$ cat src/rtl/seg7_event_decoder.sv
// seg7_event_decoder
// Receiver for the active-low 7-segment bus {G,F,E,D,C,B,A} driven by the
// single-digit inc/dec counter. The bus is synchronised bit by bit and
// stability-filtered. Each newly accepted pattern is then decoded and
// classified as one of: a step up, a step down, a jump, a blank display or an
// unrecognised pattern.

// One synchroniser lane. It resets to the unlit (logic 1) level so that a
// freshly reset receiver sees a blank display.
module seg7_sync_bit (
  input  logic i_Clk,
  input  logic i_Rst_L,
  input  logic d,
  output logic q
);
  logic meta;

  // Two-flop synchroniser for one asynchronous segment line
  always_ff @(posedge i_Clk or negedge i_Rst_L) begin
    if (!i_Rst_L) begin
      meta <= 1'b1;
      q    <= 1'b1;
    end else begin
      meta <= d;
      q    <= meta;
    end
  end
endmodule

module seg7_event_decoder #(
  parameter int STABLE_TIME = 250_000,
  parameter int CNT_WIDTH   = 18
) (
  input  logic       i_Clk,
  input  logic       i_Rst_L,
  input  logic [6:0] i_Segments,
  output logic [3:0] o_Digit,
  output logic       o_Digit_Valid,
  output logic       o_Invalid,
  output logic       o_Inc_Pulse,
  output logic       o_Dec_Pulse,
  output logic       o_Jump_Pulse,
  output logic [7:0] o_Error_Count
);
  localparam int                   NUM_SEGS  = 7;
  localparam logic [CNT_WIDTH-1:0] CNT_MAX   = CNT_WIDTH'(STABLE_TIME - 1);
  localparam logic [6:0]           PAT_BLANK = 7'h7F;

  typedef enum logic [1:0] {IDLE, TRACK, FAULT} state_t;

  // Result of decoding one segment pattern
  typedef struct packed {
    logic       is_digit;
    logic       is_blank;
    logic [3:0] digit;
  } decode_t;

  // Active-low pattern to digit. Anything that is not 0-9 and not blank is
  // reported as neither digit nor blank, which makes it invalid.
  function automatic decode_t decode_pat(input logic [6:0] pat);
    decode_t r;
    r          = '0;
    r.is_digit = 1'b1;
    case (pat)
      7'b1000000: r.digit = 4'd0;
      7'b1111001: r.digit = 4'd1;
      7'b0100100: r.digit = 4'd2;
      7'b0110000: r.digit = 4'd3;
      7'b0011001: r.digit = 4'd4;
      7'b0010010: r.digit = 4'd5;
      7'b0000010: r.digit = 4'd6;
      7'b1111000: r.digit = 4'd7;
      7'b0000000: r.digit = 4'd8;
      7'b0010000: r.digit = 4'd9;
      default:    r.is_digit = 1'b0;
    endcase
    r.is_blank = (pat == PAT_BLANK);
    return r;
  endfunction

  logic [NUM_SEGS-1:0]  seg_sync;
  logic [NUM_SEGS-1:0]  cand;
  logic [NUM_SEGS-1:0]  acc;
  logic [CNT_WIDTH-1:0] cnt;
  logic                 accept;
  decode_t              cand_dec;
  logic [3:0]           digit_up;
  logic [3:0]           digit_dn;
  state_t               state;

  for (genvar i = 0; i < NUM_SEGS; i++) begin : g_sync
    seg7_sync_bit u_sync (
      .i_Clk  (i_Clk),
      .i_Rst_L(i_Rst_L),
      .d      (i_Segments[i]),
      .q      (seg_sync[i])
    );
  end

  // Stability filter: any change restarts the count, and a settled value
  // holds the count at its maximum
  always_ff @(posedge i_Clk or negedge i_Rst_L) begin
    if (!i_Rst_L) begin
      cand <= PAT_BLANK;
      cnt  <= '0;
    end else if (seg_sync != cand) begin
      cand <= seg_sync;
      cnt  <= '0;
    end else if (cnt != CNT_MAX) begin
      cnt  <= cnt + CNT_WIDTH'(1);
    end
  end

  // A settled candidate is committed only if it differs from what is already
  // accepted. A glitch that returns to the old value therefore causes no event.
  assign accept   = (cnt == CNT_MAX) && (cand != acc);
  assign cand_dec = decode_pat(cand);

  // Neighbours of the digit currently held, wrapping within 0-9
  assign digit_up = (o_Digit == 4'd9) ? 4'd0 : o_Digit + 4'd1;
  assign digit_dn = (o_Digit == 4'd0) ? 4'd9 : o_Digit - 4'd1;

  // Event FSM: commits the accepted pattern, classifies digit steps into
  // one-cycle pulses and counts unrecognised patterns
  always_ff @(posedge i_Clk or negedge i_Rst_L) begin
    if (!i_Rst_L) begin
      state         <= IDLE;
      acc           <= PAT_BLANK;
      o_Digit       <= 4'd0;
      o_Digit_Valid <= 1'b0;
      o_Invalid     <= 1'b0;
      o_Inc_Pulse   <= 1'b0;
      o_Dec_Pulse   <= 1'b0;
      o_Jump_Pulse  <= 1'b0;
      o_Error_Count <= 8'd0;
    end else begin
      o_Inc_Pulse  <= 1'b0;
      o_Dec_Pulse  <= 1'b0;
      o_Jump_Pulse <= 1'b0;
      if (accept) begin
        acc <= cand;
        if (cand_dec.is_digit) begin
          state         <= TRACK;
          o_Digit       <= cand_dec.digit;
          o_Digit_Valid <= 1'b1;
          o_Invalid     <= 1'b0;
          // Only a digit-to-digit transition is an event. The first digit
          // after blank, fault or reset only re-establishes tracking.
          if (state == TRACK) begin
            if (cand_dec.digit == digit_up)      o_Inc_Pulse  <= 1'b1;
            else if (cand_dec.digit == digit_dn) o_Dec_Pulse  <= 1'b1;
            else                                 o_Jump_Pulse <= 1'b1;
          end
        end else if (cand_dec.is_blank) begin
          state         <= IDLE;
          o_Digit       <= 4'd0;
          o_Digit_Valid <= 1'b0;
          o_Invalid     <= 1'b0;
        end else begin
          // o_Digit keeps the last good digit for post-mortem inspection
          state         <= FAULT;
          o_Digit_Valid <= 1'b0;
          o_Invalid     <= 1'b1;
          if (o_Error_Count != 8'hFF) o_Error_Count <= o_Error_Count + 8'd1;
        end
      end
    end
  end
endmodule

$ cat config.mk
export PLATFORM = sky130hd
export DESIGN_NAME = seg7_event_decoder
export DESIGN_NICKNAME = d
export VERILOG_FILES = /design/src/rtl/seg7_event_decoder.sv
export SDC_FILE = /design/constraint.sdc
export NUM_CORES = 1
export LEC_CHECK = 0
export CAP_MARGIN = 20
export CORE_ASPECT_RATIO = 0.9
export CORE_UTILIZATION = 23
export DETAILED_ROUTE_END_ITERATION = 10
export DONT_BUFFER_PORTS = 1
export HOLD_SLACK_MARGIN = 0.02
export PLACE_DENSITY_LB_ADDON = 0.12
export SYNTH_ARGS = -nofsm -noshare
export SYNTH_HDL_FRONTEND = slang
export SYNTH_SLANG_ARGS = --single-unit
$ cat constraint.sdc
create_clock -name i_Clk -period 2.6 [get_ports i_Clk]
set_input_delay 0.26 -clock i_Clk [delete_from_list [all_inputs] [get_ports i_Clk]]
set_output_delay 0.26 -clock i_Clk [all_outputs]
set_load 0.01 [all_outputs]
==> key figures, run 1 <==
Synthesis
  – Top cell type's share of synthesized area: 0.2721
  – Post-synthesis sequential area ratio: 0.5006
  – Post-synth net total: 322
  – Count of different cell masters after synthesis: 58
  – Number of synthesized flops with an enable pin: 0
  – Yosys warning count: 0
  – Most used DFF post-synth: dfrtp_1
  – Syn_area_per_cell: 10.35 µm²
  – Cells after synthesis: between 300 and 400
  – Syn Std Cell Area: 3219 µm²
  – Fraction of registers with async set/reset: 1.000
  – Dominant cell type by area after synthesis: dfrtp_1
  – FF+latch count, synth: 63
  – Main area contributors after synthesis: dfrtp_1, dfstp_2, xor2_1

Critical path
  – Top Family by Delay on Critical Path: compound AO/OA/AOI/OAI gates
  – WP data required: 2.80 ns
  – Crit. End Element: flop
  – Reg2reg start: cand[6]
  – Arrival @ worst endpoint: about 2.7 ns
  – R2r setup slk: 0.15 ns
  – RR Endpoint: o_Jump_Pulse
  – Startpoint type of the worst setup path: flop
  – Crit-path cells: nor3_1 -> buf_4 -> a32o_1 -> nor2_1 -> o221ai_1 -> a2111oi_4 -> a31o_1 -> a21oi_2
  – CP max-delay cell: dfstp_2
  – Max FO, Critical Path: 14
  – Register-to-Register Path Depth: 8
  – Buf/Inv on CP: 1
  – Worst Setup Path Type: flop to flop
  – Worst path max stage delay: 0.70 ns

Final layout
  – Fin nets: 320
  – Layout cells sized above 1: 0.2166
  – N_diodes: 0
  – Commonest cells after routing, fill and taps aside: dfrtp_1, nor2_1, dfstp_2
  – Area delta synth->final: 18.27%
  – Most common cell after layout, fill and taps aside: dfrtp_1

Global route
  – Initial antenna violation count: 0
  – Vias in the first global route: 2153
  – Pin count of the biggest net entering global routing: between 60 and 70
  – GRT Resource Usage Total: 0.1039
  – Grt peak-use layer: met2
  – GR Util met3: 0.03505
  – GR Util met1: 0.1404
  – Global-route met2 utilization: 0.1492
  – First-pass GRT wire length: 11520 µm
  – Grt total ovfl: 0

STA
  – Fin crit share: 0.9430
  – Relative slew slack: 0.6093
  – Setup ws final: ~0.15 ns
  – RSZ-0062 raised after global routing: no
  – Final hold viol count: 0
  – Slew Limit Fails: 0
  – Setup TNS: 0 ns
  – Measured slew at the worst slew-check pin: roughly 0.6 ns
  – Setup-failing EPs final: 0
  – Max Fclk: approximately 0.41 GHz
  – Clk_skew: between 0.005 and 0.006 ns
  – Clock period minus worst slack: 2.452 ns

Min path
  – Worst Hold Depth: 0
  – Hold Crit Start: g_sync[4].u_sync.meta
  – Hold endpoint: g_sync[4].u_sync.q
  – Hold/Removal Path Class: flop to flop

Place
  – Pre-CTS WS: 0.09753 ns
  – Port Buf Inserts: 0
  – RePlAce Congestion: 0.7753
  – HPWL after DPL: 4552 µm

Clock network
  – Number of buffers created by CTS: 9
  – Root Driver: clkbuf_16
  – CTS tree: done
  – Worst-skew pair later-pin latency: 0.33 ns
  – Max Root-Sink Buffers: 2
  – Htree depth: 3
  – Clk pin slew, worst setup/hold paths: approximately 0.05 ns
  – TritonCTS sink count: 63

Die
  – Initial Utilization: 0.2382
  – Die height: 114.2 µm
  – IO Count: 26
  – Placement row count: 40
  – Core area: approximately 14000 µm²
  – Die area: 14480 µm²
  – Die width: between 100 and 150 µm

Route
  – First DRT Iteration DRCs: 99
  – Drc violations: 0
  – Vias: 2176
  – Antenna viol nets, final: 0
  – Routed WL: 6866 µm
  – DR pass1 iterations: 7
  – Via-to-Cell Ratio: 4.515
  – Drt wl/cell: 14.24 µm

Pwr
  – Static leakage: 1.546 nW
  – Worst VDD drop: 0.0003027 V
  – Pwr per Cell Area: between 600 and 700 nW/µm²
  – Final Power: 2.420 mW

Job
  – Max cap viols: 0

Run status
  – Outcome: finished, final reports clean
==> logic make-up (layout without fill, tap and decap cells) <==
group                      after synthesis  count (layout)  synth area share
muxes                                    9               9           0.03109
adders and majority gates                2               2          0.007772
AOI/OAI and AO/OA                       39              39           0.08978
and+or+nand+nor                        121             121            0.2025
buffers and inverters                   32              35           0.04586
xor gates and xnor gates                45              45            0.1224
DFF                                     63              63            0.5006
==> where the power goes <==
group	total [mW]	switching [mW]	internal [mW]	leakage (nW)
combinational	0.0893	0.0494	0.0399	0.605
sequential	1.04	0.0275	1.01	0.782
clock	1.29	0.464	0.827	0.158
==> per-layer routing <==
layer	vias up	routed length [µm]
li1	1070	-
met1	1043	3461
met4	0	156
met5	-	0
met2	51	2923
met3	12	324
==> stage by stage <==
| step | hold slack [ns] | instance area (µm²) | cells | util |
|---|---|---|---|---|
| 6_report | 0.3544 | 3807 | 482 | 0.2818 |
| 2_1_floorplan | -0.03559 | 3219 | 311 | - |
| 5_1_grt | 0.3607 | 3807 | 482 | 0.2818 |
| 3_3_place_gp | -0.03290 | 3334 | 457 | 0.2468 |
| 4_1_cts | 0.3553 | 3771 | 482 | 0.2791 |
| 3_5_place_dp | -0.03251 | 3334 | 457 | 0.2468 |
==> area by class of cell <==
| cell class | count | area (µm²) |
|---|---|---|
| Clock inverter | 3 | 25.02 |
| Inverter | 6 | 22.52 |
| Clock buffer | 13 | 304.0 |
| Timing Repair Buffer | 13 | 137.6 |
| Fill cell | 1412 | 9706 |
| Sequential cell | 63 | 1612 |
| Tap cell | 168 | 210.2 |
| Multi-Input combinational cell | 216 | 1496 |
==> state kept, by name, indices dropped and copies added (netlist names) <==
name                cells
o_Digit                 4
cnt                    18
o_Dec_Pulse             1
cand                    7
state                   1
o_Invalid               1
o_Inc_Pulse             1
g_sync.u_sync.q         7
acc                     7
g_sync.u_sync.meta      7
o_Error_Count           8
o_Jump_Pulse            1
==> how the worst max path moves through the flow <==
stage	start	endpoint	slack, ns	depth (start not counted)
after global placement	cand[1]	o_Jump_Pulse	0.1	7
after CTS	cand[1]	o_Jump_Pulse	0.08	7
after floorplan	cand[4]	o_Jump_Pulse	0.33	8
after detailed placement	cand[1]	o_Jump_Pulse	0.1	7
final	cand[6]	o_Jump_Pulse	0.15	8
after global routing	cand[4]	o_Error_Count[1]	0.004	6
==> synthesized netlist by cell type, drive strengths merged (3+ instances only) <==
cell and n:
xnor2 19, clkbuf 15, nand4b 3, o21ai 11, a32oi 3, or3 4, a21oi 4, nand3 10
nor2 33, inv 6, xor2 26, buf 11, nor4 6, dfrtp 35, nand2 22, nor3 12
and3 9, nand2b 3, mux2 8, a21o 3, dfstp 28, nand4 6
==> repair_timing <==
| item | 4_1_cts | 5_1_grt |
|---|---|---|
| setup buffers | 0 | 0 |
| gates resized for setup | 0 | 5 |
| hold buffers | 9 | 0 |
| endpoints found under the setup margin | 0 | 8 |
| hold endpoints to repair | 70 | 0 |
(Power assumes the default switching activity.)
==> inputs of run 2 (changes only) <==
Settings changed: CTS_CLUSTER_SIZE set to 10.
==> results of run 2 <==
Final layout, timing and power as in run 1 (identical DEF).
